File: config.mk
export PLATFORM = sky130hd
export DESIGN_NAME = ram_port_arbiter
export DESIGN_NICKNAME = d
export VERILOG_FILES = /design/src/rtl/ram_port_arbiter.sv
export SDC_FILE = /design/constraint.sdc
export NUM_CORES = 1
export LEC_CHECK = 0
export ABC_AREA = 1
export ABC_CLOCK_PERIOD_IN_PS = 4800
export CAP_MARGIN = 20
export CELL_PAD_IN_SITES_DETAIL_PLACEMENT = 1
export CELL_PAD_IN_SITES_GLOBAL_PLACEMENT = 1
export CORE_AREA = 2 2 93 95
export CTS_BUF_LIST = sky130_fd_sc_hd__clkbuf_16
export CTS_CLUSTER_DIAMETER = 40
export DETAILED_ROUTE_END_ITERATION = 10
export DIE_AREA = 0 0 95 97
export PLACE_DENSITY = 0.91
export SETUP_SLACK_MARGIN = 0.05
export SLEW_MARGIN = 20
export SYNTH_ARGS = -nofsm -noshare
export SYNTH_HDL_FRONTEND = slang
export SYNTH_SLANG_ARGS = --single-unit
File: constraint.sdc
create_clock -name clk -period 4.8 [get_ports clk]
set_input_delay 1.2 -clock clk [delete_from_list [all_inputs] [get_ports clk]]
set_output_delay 1.2 -clock clk [all_outputs]
set_load 0.05 [all_outputs]
File: src/rtl/ram_port_arbiter.sv
// ----------------------------------------------------------------------------
// ram_port_arbiter
//
// Shares one data-RAM port between the CPU load/store unit and the host
// debug/load port. The RAM has separate read and write channels and a
// synchronous read with 1-cycle latency.
//
// The CPU has fixed priority. A host request that has been refused MAX_WAIT
// consecutive cycles is granted by force, which stalls the CPU for that cycle.
//
// Parameters
//   AW        RAM address width
//   DW        RAM data width
//   MAX_WAIT  refused cycles before a forced host grant (1..15)
//
// Ports
//   clk, rst                     clock (rising edge), async active-high reset
//   cpu_rd/cpu_wr                CPU load / store request
//   cpu_raddr/cpu_waddr          CPU read / write address
//   cpu_wdata                    CPU store data
//   cpu_rdata                    CPU load data (cycle after accepted load)
//   cpu_stall                    CPU request refused this cycle
//   host_req/host_we             host request, 1 = write / 0 = read
//   host_addr/host_wdata         host address / write data
//   host_ack                     host request consumed this cycle
//   host_rdata/host_rvalid       host read data / valid (cycle after ack)
//   ram_rd/ram_wr                RAM read / write strobes
//   ram_raddr/ram_waddr          RAM addresses
//   ram_wdata                    RAM write data
//   ram_rdata                    RAM read data (1-cycle latency)
// ----------------------------------------------------------------------------
module ram_port_arbiter #(
   parameter int AW       = 8,
   parameter int DW       = 16,
   parameter int MAX_WAIT = 4
) (
   input  logic          clk,
   input  logic          rst,
   input  logic          cpu_rd,
   input  logic          cpu_wr,
   input  logic [AW-1:0] cpu_raddr,
   input  logic [AW-1:0] cpu_waddr,
   input  logic [DW-1:0] cpu_wdata,
   output logic [DW-1:0] cpu_rdata,
   output logic          cpu_stall,
   input  logic          host_req,
   input  logic          host_we,
   input  logic [AW-1:0] host_addr,
   input  logic [DW-1:0] host_wdata,
   output logic          host_ack,
   output logic [DW-1:0] host_rdata,
   output logic          host_rvalid,
   output logic          ram_rd,
   output logic          ram_wr,
   output logic [AW-1:0] ram_raddr,
   output logic [AW-1:0] ram_waddr,
   output logic [DW-1:0] ram_wdata,
   input  logic [DW-1:0] ram_rdata
);

   // Grant "states": purely combinational, recomputed every cycle.
   localparam logic [1:0] ST_IDLE     = 2'd0;
   localparam logic [1:0] ST_CPU_GNT  = 2'd1;
   localparam logic [1:0] ST_HOST_GNT = 2'd2;

   // Owner of the read issued in the previous cycle.
   localparam logic [1:0] OWN_NONE = 2'd0;
   localparam logic [1:0] OWN_CPU  = 2'd1;
   localparam logic [1:0] OWN_HOST = 2'd2;

   localparam logic [3:0] WAIT_LIMIT = 4'(MAX_WAIT);

   logic [3:0]    wait_cnt_reg;
   logic [3:0]    wait_cnt_next;
   logic [1:0]    rd_owner_reg;
   logic [1:0]    rd_owner_next;
   logic [DW-1:0] host_rdata_reg;

   logic          cpu_act;
   logic          force_host;
   logic [1:0]    gnt;

   // ------------------------------------------------------------------------
   // Grant decision
   // ------------------------------------------------------------------------
   always_comb begin
      cpu_act    = cpu_rd | cpu_wr;
      force_host = host_req & (wait_cnt_reg == WAIT_LIMIT);
      if (force_host)
         gnt = ST_HOST_GNT;
      else if (cpu_act)
         gnt = ST_CPU_GNT;
      else if (host_req)
         gnt = ST_HOST_GNT;
      else
         gnt = ST_IDLE;
   end

   // ------------------------------------------------------------------------
   // RAM channel steering; the ungranted side drives nothing onto the port
   // ------------------------------------------------------------------------
   always_comb begin
      ram_rd    = 1'b0;
      ram_wr    = 1'b0;
      ram_raddr = '0;
      ram_waddr = '0;
      ram_wdata = '0;
      host_ack  = 1'b0;
      case (gnt)
         ST_CPU_GNT: begin
            // Load and store may go out together on the two channels.
            ram_rd    = cpu_rd;
            ram_wr    = cpu_wr;
            ram_raddr = cpu_raddr;
            ram_waddr = cpu_waddr;
            ram_wdata = cpu_wdata;
         end
         ST_HOST_GNT: begin
            host_ack  = 1'b1;
            ram_rd    = ~host_we;
            ram_wr    = host_we;
            ram_raddr = host_addr;
            ram_waddr = host_addr;
            ram_wdata = host_wdata;
         end
         default: begin
         end
      endcase
   end

   // The CPU only ever loses the port to a forced host grant.
   assign cpu_stall = cpu_act & force_host;

   // ------------------------------------------------------------------------
   // Next-state for the registered bookkeeping
   // ------------------------------------------------------------------------
   always_comb begin
      // Counts refused cycles of the current host request; any ack or a
      // dropped request restarts the count.
      wait_cnt_next = 4'd0;
      if (host_req && (gnt != ST_HOST_GNT)) begin
         if (wait_cnt_reg == WAIT_LIMIT)
            wait_cnt_next = wait_cnt_reg;
         else
            wait_cnt_next = wait_cnt_reg + 4'd1;
      end

      rd_owner_next = OWN_NONE;
      if ((gnt == ST_CPU_GNT) && cpu_rd)
         rd_owner_next = OWN_CPU;
      else if ((gnt == ST_HOST_GNT) && !host_we)
         rd_owner_next = OWN_HOST;
   end

   always_ff @(posedge clk or posedge rst) begin
      if (rst) begin
         wait_cnt_reg   <= 4'd0;
         rd_owner_reg   <= OWN_NONE;
         host_rdata_reg <= '0;
      end else begin
         wait_cnt_reg <= wait_cnt_next;
         rd_owner_reg <= rd_owner_next;
         if (rd_owner_reg == OWN_HOST)
            host_rdata_reg <= ram_rdata;
      end
   end

   // ------------------------------------------------------------------------
   // Read return
   // ------------------------------------------------------------------------
   // The CPU sees the RAM output directly; it only consumes it after a load.
   assign cpu_rdata   = ram_rdata;
   assign host_rvalid = (rd_owner_reg == OWN_HOST);
   // RAM data arrives in the return cycle, so the host sees it straight
   // through while valid (one cycle after ack) and the captured copy after.
   assign host_rdata  = host_rvalid ? ram_rdata : host_rdata_reg;

endmodule

After elaboration in Yosys (flattened, before gate mapping):

Index checks and enable logic that the tools add are counted.

* add/subtract/negate cells: 1
* eq/ne operators: 6
* muxes and demuxes: 14
* bitwise logic cells: 4
* reductions and logical operators: 4

Operators by type and width (count)
* one-hot mux 16 bit (2 select lines): 1
* one-hot mux 8 bit (2 select lines): 2
* two-way mux 16 bit: 1
* two-way mux 2 bit: 5
* two-way mux 4 bit: 2
* adder 4 x 1 -> 4 bit, second input constant: 1
* == test 2 bit, second input constant: 2
* == test 4 x 3 -> 1 bit, second input constant: 1
* inequality test 2 bit, second input constant: 2
* one-hot mux 1 bit (2 select lines): 2
* logical AND 1 bit: 3
* AND 1 bit: 2
* == test 2 x 1 -> 1 bit, second input constant: 1
* logical NOT 1 bit: 1
* two-way mux 1 bit: 1
* NOT 1 bit: 1
* OR 1 bit: 1

* register bits: 22
* input bits: 78
* output and inout port bits: 69
* logic and storage cells: 32

Depth between registers and ports, before layout:

* word-level depth: 7
* depth in mapped cells: 13

Least setup slack after synthesis:

Ideal clock, no wire load.

* path kind: input to output
* from: input port cpu_wr
* to: output port ram_raddr[0]
* arrival time: 3363 ps
* data required time: 3600 ps
* slack: 237 ps
* stages on the path: 7
* path buffers: 1
* cells stage by stage: nor2_1 -> inv_1 -> o21ai_0 -> ha_1 -> buf_2 -> nand2_1 -> a21oi_1

* longest elaborated chain between the ends: 5

RTL lines
* start, declared: RTL line 40 `input logic cpu_wr,`
* OR 1 bit (*): RTL line 87 `cpu_act = cpu_rd | cpu_wr;`
* two-way mux 2 bit (*): RTL line 91 `else if (cpu_act)`
* two-way mux 2 bit (*): RTL line 89 `if (force_host)`
* == test 2 bit or == test 2 x 1 -> 1 bit (tied branches): RTL line 109 `case (gnt)`
* one-hot mux 8 bit (2 select lines) (*): RTL line 109
* end, declared: RTL line 55 `output logic [AW-1:0] ram_raddr,`

Mark *: on every way between the ends. The rest lies on a longest branch, timed or not.

Final worst setup path:

* from: input port cpu_wr
* to: output port ram_wdata[13]

* longest elaborated chain between the ends: 5

RTL lines
* OR 1 bit (*): RTL line 87
* two-way mux 2 bit (*): RTL line 91
* two-way mux 2 bit (*): RTL line 89
* == test 2 bit or == test 2 x 1 -> 1 bit (tied branches): RTL line 109
* one-hot mux 16 bit (2 select lines) (*): RTL line 109
* end, declared: RTL line 57 `output logic [DW-1:0] ram_wdata,`

Marks and branches as above.

==> impl_metrics.ini <==
[setup_path]
path_class = in2out
worstPathMaxFanout = 34
required_ps = 3600
cp-end-kind = output port
start_kind = input port
cp_data_arrival_time_ps = 3310

[clock_network]
clock_sinks = 22
postCtsResizedCells = 0
h-tree-depth = 1
cts_hold_buf = 0
root_buffer = clkbuf_16
clk_latency_ps = 250
cts_buffers = 3
postCtsSetupRepairBufs = 0
cts.path.max_buffers = 2
cts_tree = built
path_clk_slew_ps = 50

[routing]
vias = 2061
drt_first_pass_iters = 4
drc_errors = 0
drt-initial-drc-count = 65
wl_per_cell_um = 13.65
vias_per_cell = 4.357
wirelength_mm = 6.457
postRouteAntennaNets = 0

[global_route]
grt_usage_pct = 14.44
grt_max_degree = 35
use_met1_pct = 14.59
grt_antenna_before_repair = 0
grt_pass1_wl_mm = 10.67
top_usage_layer = met2
use_met2_pct = 26.02
grt_overflow_total = 0
first_global_vias = 2256
grtUsageMet3_pct = 5.452

[pwr]
power.density_nw_per_um2 = 419.6
irDropWorstVdd_mv = 0.1463
p_leak_nw = 1.504

[synth]
yosysSeqAreaShare_pct = 34.56
synth_area_um2 = 1593
yosys-top-cells-area = dfrtp_1 (35%), nand2_1 (28%), a21oi_1 (10%)
syn-instance-count = 244
synth_seq_cells = 22
ys_warn_count = 0
syn_avg_cell_area_um2 = 6.528
yosysUniqueCellTypes = 19
yosys.area.top_type_share_pct = 34.56
mappedNetlistNets = 327
yosysTopAreaCell = dfrtp_1

[placed_design]
dp_hpwl_mm = 5.648
gp_congestion = 0.7202
dpl_cell_area_um2 = 3356
port_buffers = 146

[sta]
setup_viol_count_final = 0
fin_crit_sh_pct = 93.93
fin_worst_skew_ps = 3.096
timing.final.max_slew_violations = 0
setup_tns_ps = 0
slew_headroom_pct = 46.07
hold_violations = 0
clock.fmax_ghz = 0.2218
worst_pin_slew_ps = 808.1
hold_slack_ps = 472.1
rsz0062_at_grt = no
min_period_ps = 4509

[cells_and_area]
largest_reg_flops = 16
drive_gt1_share_pct = 12.77
nets = 452
area_growth_pct = 115.6
finish.instance_area_um2 = 3435
n_antenna_cell = 0

[floorplan]
die_w_um = 95
core-area_um2 = 8134
die-area_um2 = 9215
die_y_um = 97
fp-row-count = 33
start_util_pct = 19.58
io_pins = 147

[worst_hold_path]
hold_path.class = reg2reg

[run_status]
outcome = completed

[job]
timing.max_cap.violations = 0
## power breakdown
group	total [mW]	internal (mW)	switching [mW]
Combinational	0.996	0.385	0.612
Clock	0.172	0.111	0.0610
Sequential	0.273	0.249	0.0239
## cells in the final DEF, fill, tap and decap left out
master and instances:
nor3_1 1, clkinv_1 1, clkdlybuf4s50_1 111, nand2_2 4
dfrtp_1 22, nand3_1 4, clkinv_4 1, ha_1 5
a21oi_1 33, buf_12 35, or2_2 1, nor2_1 10
nand2_1 117, nand4_1 1, or2_1 1, buf_4 3
inv_1 14, clkbuf_16 3, o21ai_0 1
## stage by stage
stage / utilization, % / instances / worst slack (ps) / total power [mW]
finish: 42.22 / 473 / 291.2 / 1.441
global route: 42.22 / 473 / 71.14 / 1.516
CTS: 42.22 / 473 / 238.0 / 1.460
detailed placement: 41.26 / 469 / 239.0 / 1.283
global placement: 41.26 / 469 / 386.2 / 1.255
floorplan: - / 244 / 236.8 / 0.8401
## cell usage after synthesis
| library cell | number |
|---|---|
| or2_2 | 1 |
| nand2_1 | 117 |
| nand3_1 | 4 |
| buf_6 | 1 |
| buf_2 | 8 |
| clkinv_4 | 1 |
| nor3_1 | 1 |
| a21oi_1 | 33 |
| nand2_2 | 4 |
| o21ai_0 | 1 |
| nand4_1 | 1 |
| clkbuf_1 | 3 |
| inv_1 | 14 |
| or2_1 | 1 |
| buf_4 | 16 |
| dfrtp_1 | 22 |
| buf_12 | 1 |
| ha_1 | 5 |
| nor2_1 | 10 |
## worst paths after layout
path	startpoint	to	slack, ps	cells past startpoint
worst max-delay path	cpu_wr	ram_wdata[13]	290	9
worst min-delay path	host_rdata_reg[0]	host_rdata_reg[0]	470	2
worst max register to register	wait_cnt_reg[0]	wait_cnt_reg[1]	2740	11
worst min register to register	host_rdata_reg[0]	host_rdata_reg[0]	470	2
max in group asynchronous	rst	host_rdata_reg[12]	2880	2
min in group asynchronous	rst	host_rdata_reg[6]	1420	2
## layout make-up
type | instances | area [um2]
fill | 958 | 4700
clock buffer | 3 | 75.07
sequential | 22 | 550.5
multi-input combinational | 178 | 778.2
inverter | 15 | 61.31
timing repair buffer | 149 | 1834
tap | 105 | 131.4
clock inverter | 1 | 3.754
## cell families (layout without fill, tap and decap cells)
group	after synthesis	count (layout)	share of synthesized area [%]
compound gates	34	34	10.68
fa+ha+maj	5	5	3.928
buf+inv	44	168	16.58
flops	22	22	34.56
simple gates	139	139	34.25
## layer usage
metal | part of all wire [%] | vias to the layer above
met5 | 0 | -
met4 | 3.3 | 0
met3 | 12 | 15
met2 | 49 | 131
met1 | 35 | 929
li1 | - | 986
## worst max-delay path, stage by stage
cell and delay [ps]:
clkdlybuf4s50_1 420, nor2_1 160, inv_1 80, o21ai_0 300, inv_1 100, ha_1 280
buf_4 240, a21oi_1 330, buf_12 190
No activity file was read; power rests on OpenSTA's default activity.
